File: src/rtl/mdu_pkg.sv
// Shared definitions for the iterative multiply/divide unit: operation
// encodings and controller states.
package mdu_pkg;

  typedef enum logic [1:0] {
    MDU_MULTU = 2'b00,
    MDU_MULT  = 2'b01,
    MDU_DIVU  = 2'b10,
    MDU_DIV   = 2'b11
  } mdu_op_e;

  typedef enum logic [1:0] {
    S_IDLE = 2'b00,
    S_PREP = 2'b01,
    S_RUN  = 2'b10,
    S_FIX  = 2'b11
  } mdu_state_e;

endpackage

File: src/rtl/mdu_iter_step.sv
// One radix-2 iteration on the {upper, lower} accumulator: shift-add for
// multiply, restoring shift-subtract for divide. Purely combinational.
module mdu_step #(
  parameter int WIDTH = 32
) (
  input  logic                 is_div_i,
  input  logic [2*WIDTH-1:0]   acc_i,
  input  logic [WIDTH-1:0]     opnd_i,
  output logic [2*WIDTH-1:0]   acc_o
);

  logic [WIDTH:0] add_sum;
  logic [WIDTH:0] rem_sh;
  logic [WIDTH:0] diff;

  // Multiply keeps the multiplier in the low half and retires one bit per step;
  // the extra sum bit holds the carry that is shifted back into the top.
  assign add_sum = {1'b0, acc_i[2*WIDTH-1:WIDTH]} + (acc_i[0] ? {1'b0, opnd_i} : '0);

  // Divide keeps the partial remainder in the high half and the dividend,
  // progressively replaced by quotient bits, in the low half.
  assign rem_sh  = {acc_i[2*WIDTH-1:WIDTH], acc_i[WIDTH-1]};
  assign diff    = rem_sh - {1'b0, opnd_i};

  always_comb begin
    if (is_div_i) begin
      if (!diff[WIDTH]) acc_o = {diff[WIDTH-1:0],   acc_i[WIDTH-2:0], 1'b1};
      else              acc_o = {rem_sh[WIDTH-1:0], acc_i[WIDTH-2:0], 1'b0};
    end else begin
      acc_o = {add_sum, acc_i[WIDTH-1:1]};
    end
  end

endmodule

File: src/rtl/mdu_iter.sv
// Iterative MIPS32 multiply/divide unit with architectural HI/LO, MTHI/MTLO,
// abort on flush and defined divide-by-zero results.
module mdu_iter
  import mdu_pkg::*;
#(
  parameter int WIDTH = 32,
  parameter int CNT_W = $clog2(WIDTH) + 1
) (
  input  logic             clk,
  input  logic             clr,
  input  logic             start,
  input  logic [1:0]       op,
  input  logic [WIDTH-1:0] a,
  input  logic [WIDTH-1:0] b,
  input  logic             mthi,
  input  logic             mtlo,
  input  logic             flush,
  output logic             busy,
  output logic             done,
  output logic             div_zero,
  output logic [WIDTH-1:0] hi,
  output logic [WIDTH-1:0] lo
);

  mdu_state_e         state_q, state_d;
  mdu_op_e            op_q, op_d;
  logic [WIDTH-1:0]   a_q, a_d, b_q, b_d, opnd_q, opnd_d;
  logic [2*WIDTH-1:0] acc_q, acc_d, acc_step;
  logic [CNT_W-1:0]   cnt_q, cnt_d;
  logic               neg_res_q, neg_res_d, neg_rem_q, neg_rem_d, dz_q, dz_d;
  logic [WIDTH-1:0]   hi_q, hi_d, lo_q, lo_d;
  logic               done_q, done_d, dzp_q, dzp_d;

  logic               is_signed, is_div, a_neg, b_neg;
  logic [WIDTH-1:0]   a_abs, b_abs, quo_res, rem_res;
  logic [2*WIDTH-1:0] prod_res;

  assign is_signed = (op_q == MDU_MULT) || (op_q == MDU_DIV);
  assign is_div    = (op_q == MDU_DIVU) || (op_q == MDU_DIV);
  assign a_neg     = is_signed && a_q[WIDTH-1];
  assign b_neg     = is_signed && b_q[WIDTH-1];
  assign a_abs     = a_neg ? -a_q : a_q;
  assign b_abs     = b_neg ? -b_q : b_q;

  // The most-negative dividend negates to itself, which is already the
  // correct unsigned magnitude, so the overflow case needs no special path.
  assign prod_res  = neg_res_q ? -acc_q : acc_q;
  assign quo_res   = neg_res_q ? -acc_q[WIDTH-1:0] : acc_q[WIDTH-1:0];
  assign rem_res   = neg_rem_q ? -acc_q[2*WIDTH-1:WIDTH] : acc_q[2*WIDTH-1:WIDTH];

  mdu_step #(.WIDTH(WIDTH)) u_step (
    .is_div_i (is_div),
    .acc_i    (acc_q),
    .opnd_i   (opnd_q),
    .acc_o    (acc_step)
  );

  // NOTE: every signal written here gets its hold value first, so no path
  // through the case can leave one unassigned and infer a latch.
  always_comb begin
    state_d   = state_q;
    op_d      = op_q;
    a_d       = a_q;
    b_d       = b_q;
    opnd_d    = opnd_q;
    acc_d     = acc_q;
    cnt_d     = cnt_q;
    neg_res_d = neg_res_q;
    neg_rem_d = neg_rem_q;
    dz_d      = dz_q;
    hi_d      = hi_q;
    lo_d      = lo_q;
    done_d    = 1'b0;
    dzp_d     = 1'b0;

    unique case (state_q)
      S_IDLE: begin
        if (mthi) hi_d = a;
        if (mtlo) lo_d = a;
        if (start) begin
          op_d    = mdu_op_e'(op);
          a_d     = a;
          b_d     = b;
          state_d = S_PREP;
        end
      end
      S_PREP: begin
        acc_d     = {{WIDTH{1'b0}}, a_abs};
        opnd_d    = b_abs;
        neg_res_d = a_neg ^ b_neg;
        neg_rem_d = a_neg;
        dz_d      = is_div && (b_q == '0);
        cnt_d     = CNT_W'(WIDTH);
        state_d   = (is_div && (b_q == '0)) ? S_FIX : S_RUN;
      end
      S_RUN: begin
        acc_d = acc_step;
        cnt_d = cnt_q - CNT_W'(1);
        if (cnt_q == CNT_W'(1)) state_d = S_FIX;
      end
      S_FIX: begin
        if (dz_q) begin
          lo_d = '1;
          hi_d = a_q;
        end else if (is_div) begin
          lo_d = quo_res;
          hi_d = rem_res;
        end else begin
          {hi_d, lo_d} = prod_res;
        end
        done_d  = 1'b1;
        dzp_d   = dz_q;
        state_d = S_IDLE;
      end
      default: state_d = S_IDLE;
    endcase

    // A squash discards the operation outright, including one finishing now.
    if (flush && (state_q != S_IDLE)) begin
      state_d = S_IDLE;
      hi_d    = hi_q;
      lo_d    = lo_q;
      done_d  = 1'b0;
      dzp_d   = 1'b0;
    end
  end

  // NOTE: sequential state uses non-blocking assignments so every register
  // samples the pre-edge values regardless of statement order.
  always_ff @(posedge clk) begin
    if (clr) begin
      state_q   <= S_IDLE;
      op_q      <= MDU_MULTU;
      a_q       <= '0;
      b_q       <= '0;
      opnd_q    <= '0;
      acc_q     <= '0;
      cnt_q     <= '0;
      neg_res_q <= 1'b0;
      neg_rem_q <= 1'b0;
      dz_q      <= 1'b0;
      hi_q      <= '0;
      lo_q      <= '0;
      done_q    <= 1'b0;
      dzp_q     <= 1'b0;
    end else begin
      state_q   <= state_d;
      op_q      <= op_d;
      a_q       <= a_d;
      b_q       <= b_d;
      opnd_q    <= opnd_d;
      acc_q     <= acc_d;
      cnt_q     <= cnt_d;
      neg_res_q <= neg_res_d;
      neg_rem_q <= neg_rem_d;
      dz_q      <= dz_d;
      hi_q      <= hi_d;
      lo_q      <= lo_d;
      done_q    <= done_d;
      dzp_q     <= dzp_d;
    end
  end

  assign busy     = (state_q != S_IDLE);
  assign done     = done_q;
  assign div_zero = dzp_q;
  assign hi       = hi_q;
  assign lo       = lo_q;

endmodule
File: config.mk
export PLATFORM = sky130hd
export DESIGN_NAME = mdu_iter
export DESIGN_NICKNAME = d
export VERILOG_FILES = /design/src/rtl/mdu_pkg.sv /design/src/rtl/mdu_iter_step.sv /design/src/rtl/mdu_iter.sv
export SDC_FILE = /design/constraint.sdc
export NUM_CORES = 1
export LEC_CHECK = 0
export CAP_MARGIN = 20
export CORE_UTILIZATION = 54
export CTS_BUF_LIST = sky130_fd_sc_hd__clkbuf_16
export DETAILED_ROUTE_END_ITERATION = 10
export PLACE_DENSITY = 0.85
export SYNTH_ARGS = -nofsm -noshare
export SYNTH_HDL_FRONTEND = slang
export SYNTH_SLANG_ARGS = --single-unit
File: constraint.sdc
create_clock -name clk -period 3.3 [get_ports clk]
set_clock_uncertainty 0.2 [all_clocks]
set_input_delay 0.33 -clock clk [delete_from_list [all_inputs] [get_ports clk]]
set_output_delay 0.33 -clock clk [all_outputs]
set_load 0.05 [all_outputs]
==> run metrics <==
WL met2 27.72 mm; Ports 139; Most used DFF post-synth dfxtp_1; initial antenna violation count 1; final setup TNS 0 ns; Final Setup Violations 0; number of synthesized flops with an enable pin 0; register area share after synthesis 28.92%; CTS H-Tree Depth 1; core area 29870 µm²; Avg Cell Area, Syn 7.557 µm²; CTS clk-pin slew, worst paths 0.06 ns; HP Start b[30]; DRC 0; pin slew with the least headroom to its limit 0.9093 ns; row count 63; vias in the first global route 16840; DRT iter0 DRCs 1771; Die H 177.0 µm; depth of the most critical reg-to-reg path 15; FF-to-FF setup slack 0.03 ns; met3 routed WL 4.755 mm; Clk Latency, worst-skew pair 0.56 ns; Starting Density 55.38%; vias 17530; asr flop ratio synth 0%; Hold EP b_q[30]$_SDFFE_PP0P_; Post-Syn Area 16540 µm²; Synth warnings 0; Critical Path AT 3.51 ns; nets@finish 2539; Tmin final 3.272 ns; Fin. Hold Viols 0; die footprint 31340 µm²; PwrDens 820.7 nW/µm²; CP required 3.54 ns; first-pass GRT wire length 91.85 mm; leading cell type in the layout, fill and taps excluded nand2_1; max_slew headroom 39.38%; Post-Layout Cell Count 2802; port bufs 138; detailed-routing wirelength on met1 22.78 mm; grt total ovfl 0; largest net degree at the start of global routing 67; HP Class input pin to flip-flop; area occupied by multi-input gates 11200 µm²; Antenna diodes 0; status finished, final reports clean; reg2reg start opnd_q[0]$_SDFFE_PP0N_; Worst VDD drop 0.0004955 V; Die X 177.0 µm; most frequent cells in the layout nand2_1, nor2_1, dfxtp_1; Critical Path Source Type flip-flop; Synth cell types 84; Final Cycle Share 99.14%; wire per inst 21.26 µm; Post-Syn Nets 2337; Post-DP HPWL 45.19 mm; Crit Path Category flip-flop to flip-flop; Synth Instances 2189; share of cells above drive strength 1 13.60%; post-synthesis register bit count 239; Crit Reg-Reg Endpoint acc_q[62]$_SDFFE_PP0P_; fmax 305.7 MHz; register area 4793 µm²; Hold Crit Depth 3; placed cell count 2740; DRT Pass-1 Iters 5; number of max-cap violations 0; DRT Wirelength 59.58 mm; GPL Wtd Cong 1.006; CTS tree yes; CTS sink cnt 239; top layer in use met5; maximum fanout along the worst path 6; P&R area growth vs syn 23.57%; fillcell total 2466; Global Route Usage Sum 37.55%; Layout Utilization 68.43%; Lkg Pwr 8.139 nW; Crit. End Element flip-flop; unrepaired setup endpoints after global routing yes; DR vias/cell 6.256; Slew Limit Fails 0; CTS Root Cell clkbuf_16; Num CTS Buffers 27; Longest Clk Path Bufs 3; ANT nets after route 0
-- synth_stat cells, types with 34 or more instances --
master    number  area (µm²)
o221ai_1      34       297.8
nor2_1       241       904.6
ha_1          74       925.9
a211oi_1      64       480.5
inv_1         58       217.7
mux2i_1       66       660.6
a21o_1        39       292.8
a21oi_1      242        1211
o21ai_0      130       650.6
clkbuf_1     117       439.2
nand2_1      302        1134
xnor2_1      112       980.9
dfxtp_1      239        4785
xor2_1        65       569.3
-- state kept, by name, summed over array words and instances, names as in the netlist, 2 cells and up --
register / count
cnt_q: 6
lo: 32
acc_q: 64
b_q: 32
hi: 32
a_q: 32
opnd_q: 32
state_q: 2
op_q: 2
-- stage by stage --
stage	setup WS (ns)	hold slack (ns)	power, mW	cell area [µm²]
2_1_floorplan	0.003959	0.2462	10.27	16540
3_3_place_gp	-0.3057	0.2351	13.17	19160
3_5_place_dp	-0.3081	0.2425	13.34	19170
4_1_cts	-0.04753	0.1077	16.52	20220
5_1_grt	-0.09384	0.1187	17.62	20440
6_report	0.02840	0.1118	16.78	20440
-- cell families after synthesis --
kind of cell | count (synthesis) | synth area share [%]
muxes | 71 | 4.334
and+or+nand+nor | 732 | 19.97
adders and majority gates | 76 | 5.839
DFF | 239 | 28.92
AOI/OAI and AO/OA | 685 | 26.47
xor gates and xnor gates | 177 | 9.371
buffers and inverters | 209 | 5.097
-- what timing repair did --
| action | CTS | global route |
|---|---|---|
| endpoints found under the hold margin | 25 | 0 |
| buffers inserted | 6 | 5 |
| gates resized for setup | 27 | 49 |
| setup endpoints to repair | 31 | 31 |
| hold buffers | 1 | 0 |
| pin swaps | 21 | 26 |
| cloned | 0 | 1 |
-- per-layer routing --
layer | global-route usage [%] | vias to the layer above
met4 | 23.96 | 2
met5 | 0 | -
met3 | 5.112 | 225
li1 | - | 8200
met1 | 44.17 | 8123
met2 | 64.03 | 980
-- worst max-delay path, stage by stage, from the launching register on --
cell and delay [ns]:
dfxtp_2 0.32, buf_6 0.12, ha_4 0.16, fa_2 0.33, and2b_1 0.24, o2111ai_2 0.13, a21oi_2 0.20, o21ai_2 0.09
a211oi_2 0.28, or2_1 0.21, a31oi_4 0.14, buf_12 0.19, buf_12 0.12, o21a_1 0.16, o211ai_1 0.18, a2bb2oi_1 0.09
-- final cells by class --
cell class                      count  area share (%)
Clock inverter                     23           1.004
Clock buffer                       27           3.305
Inverter                           59           1.096
Multi-Input combinational cell   1741           54.79
Timing Repair Buffer              323           13.97
Tap cell                          390           2.387
Sequential cell                   239           23.45
-- how the worst max path moves through the flow --
stage	start	slack, ns	end	cells after the start
2_1_floorplan	acc_q[31]$_SDFFE_PP0P_	0.004	acc_q[49]$_SDFFE_PP0P_	14
3_3_place_gp	acc_q[0]$_SDFFE_PP0P_	-0.31	acc_q[63]$_SDFFE_PP0P_	15
3_5_place_dp	acc_q[0]$_SDFFE_PP0P_	-0.31	acc_q[63]$_SDFFE_PP0P_	15
4_1_cts	opnd_q[0]$_SDFFE_PP0N_	-0.05	acc_q[62]$_SDFFE_PP0P_	15
5_1_grt	acc_q[0]$_SDFFE_PP0P_	-0.09	acc_q[63]$_SDFFE_PP0P_	15
6_report	opnd_q[0]$_SDFFE_PP0N_	0.03	acc_q[62]$_SDFFE_PP0P_	15
-- power by group --
| group | internal [mW] | switching, mW | leakage (nW) |
|---|---|---|---|
| Clock | 1.74 | 1.32 | 0.467 |
| Sequential | 3.64 | 0.764 | 1.96 |
| Combinational | 3.42 | 5.90 | 5.71 |
(Power assumes the default switching activity.)
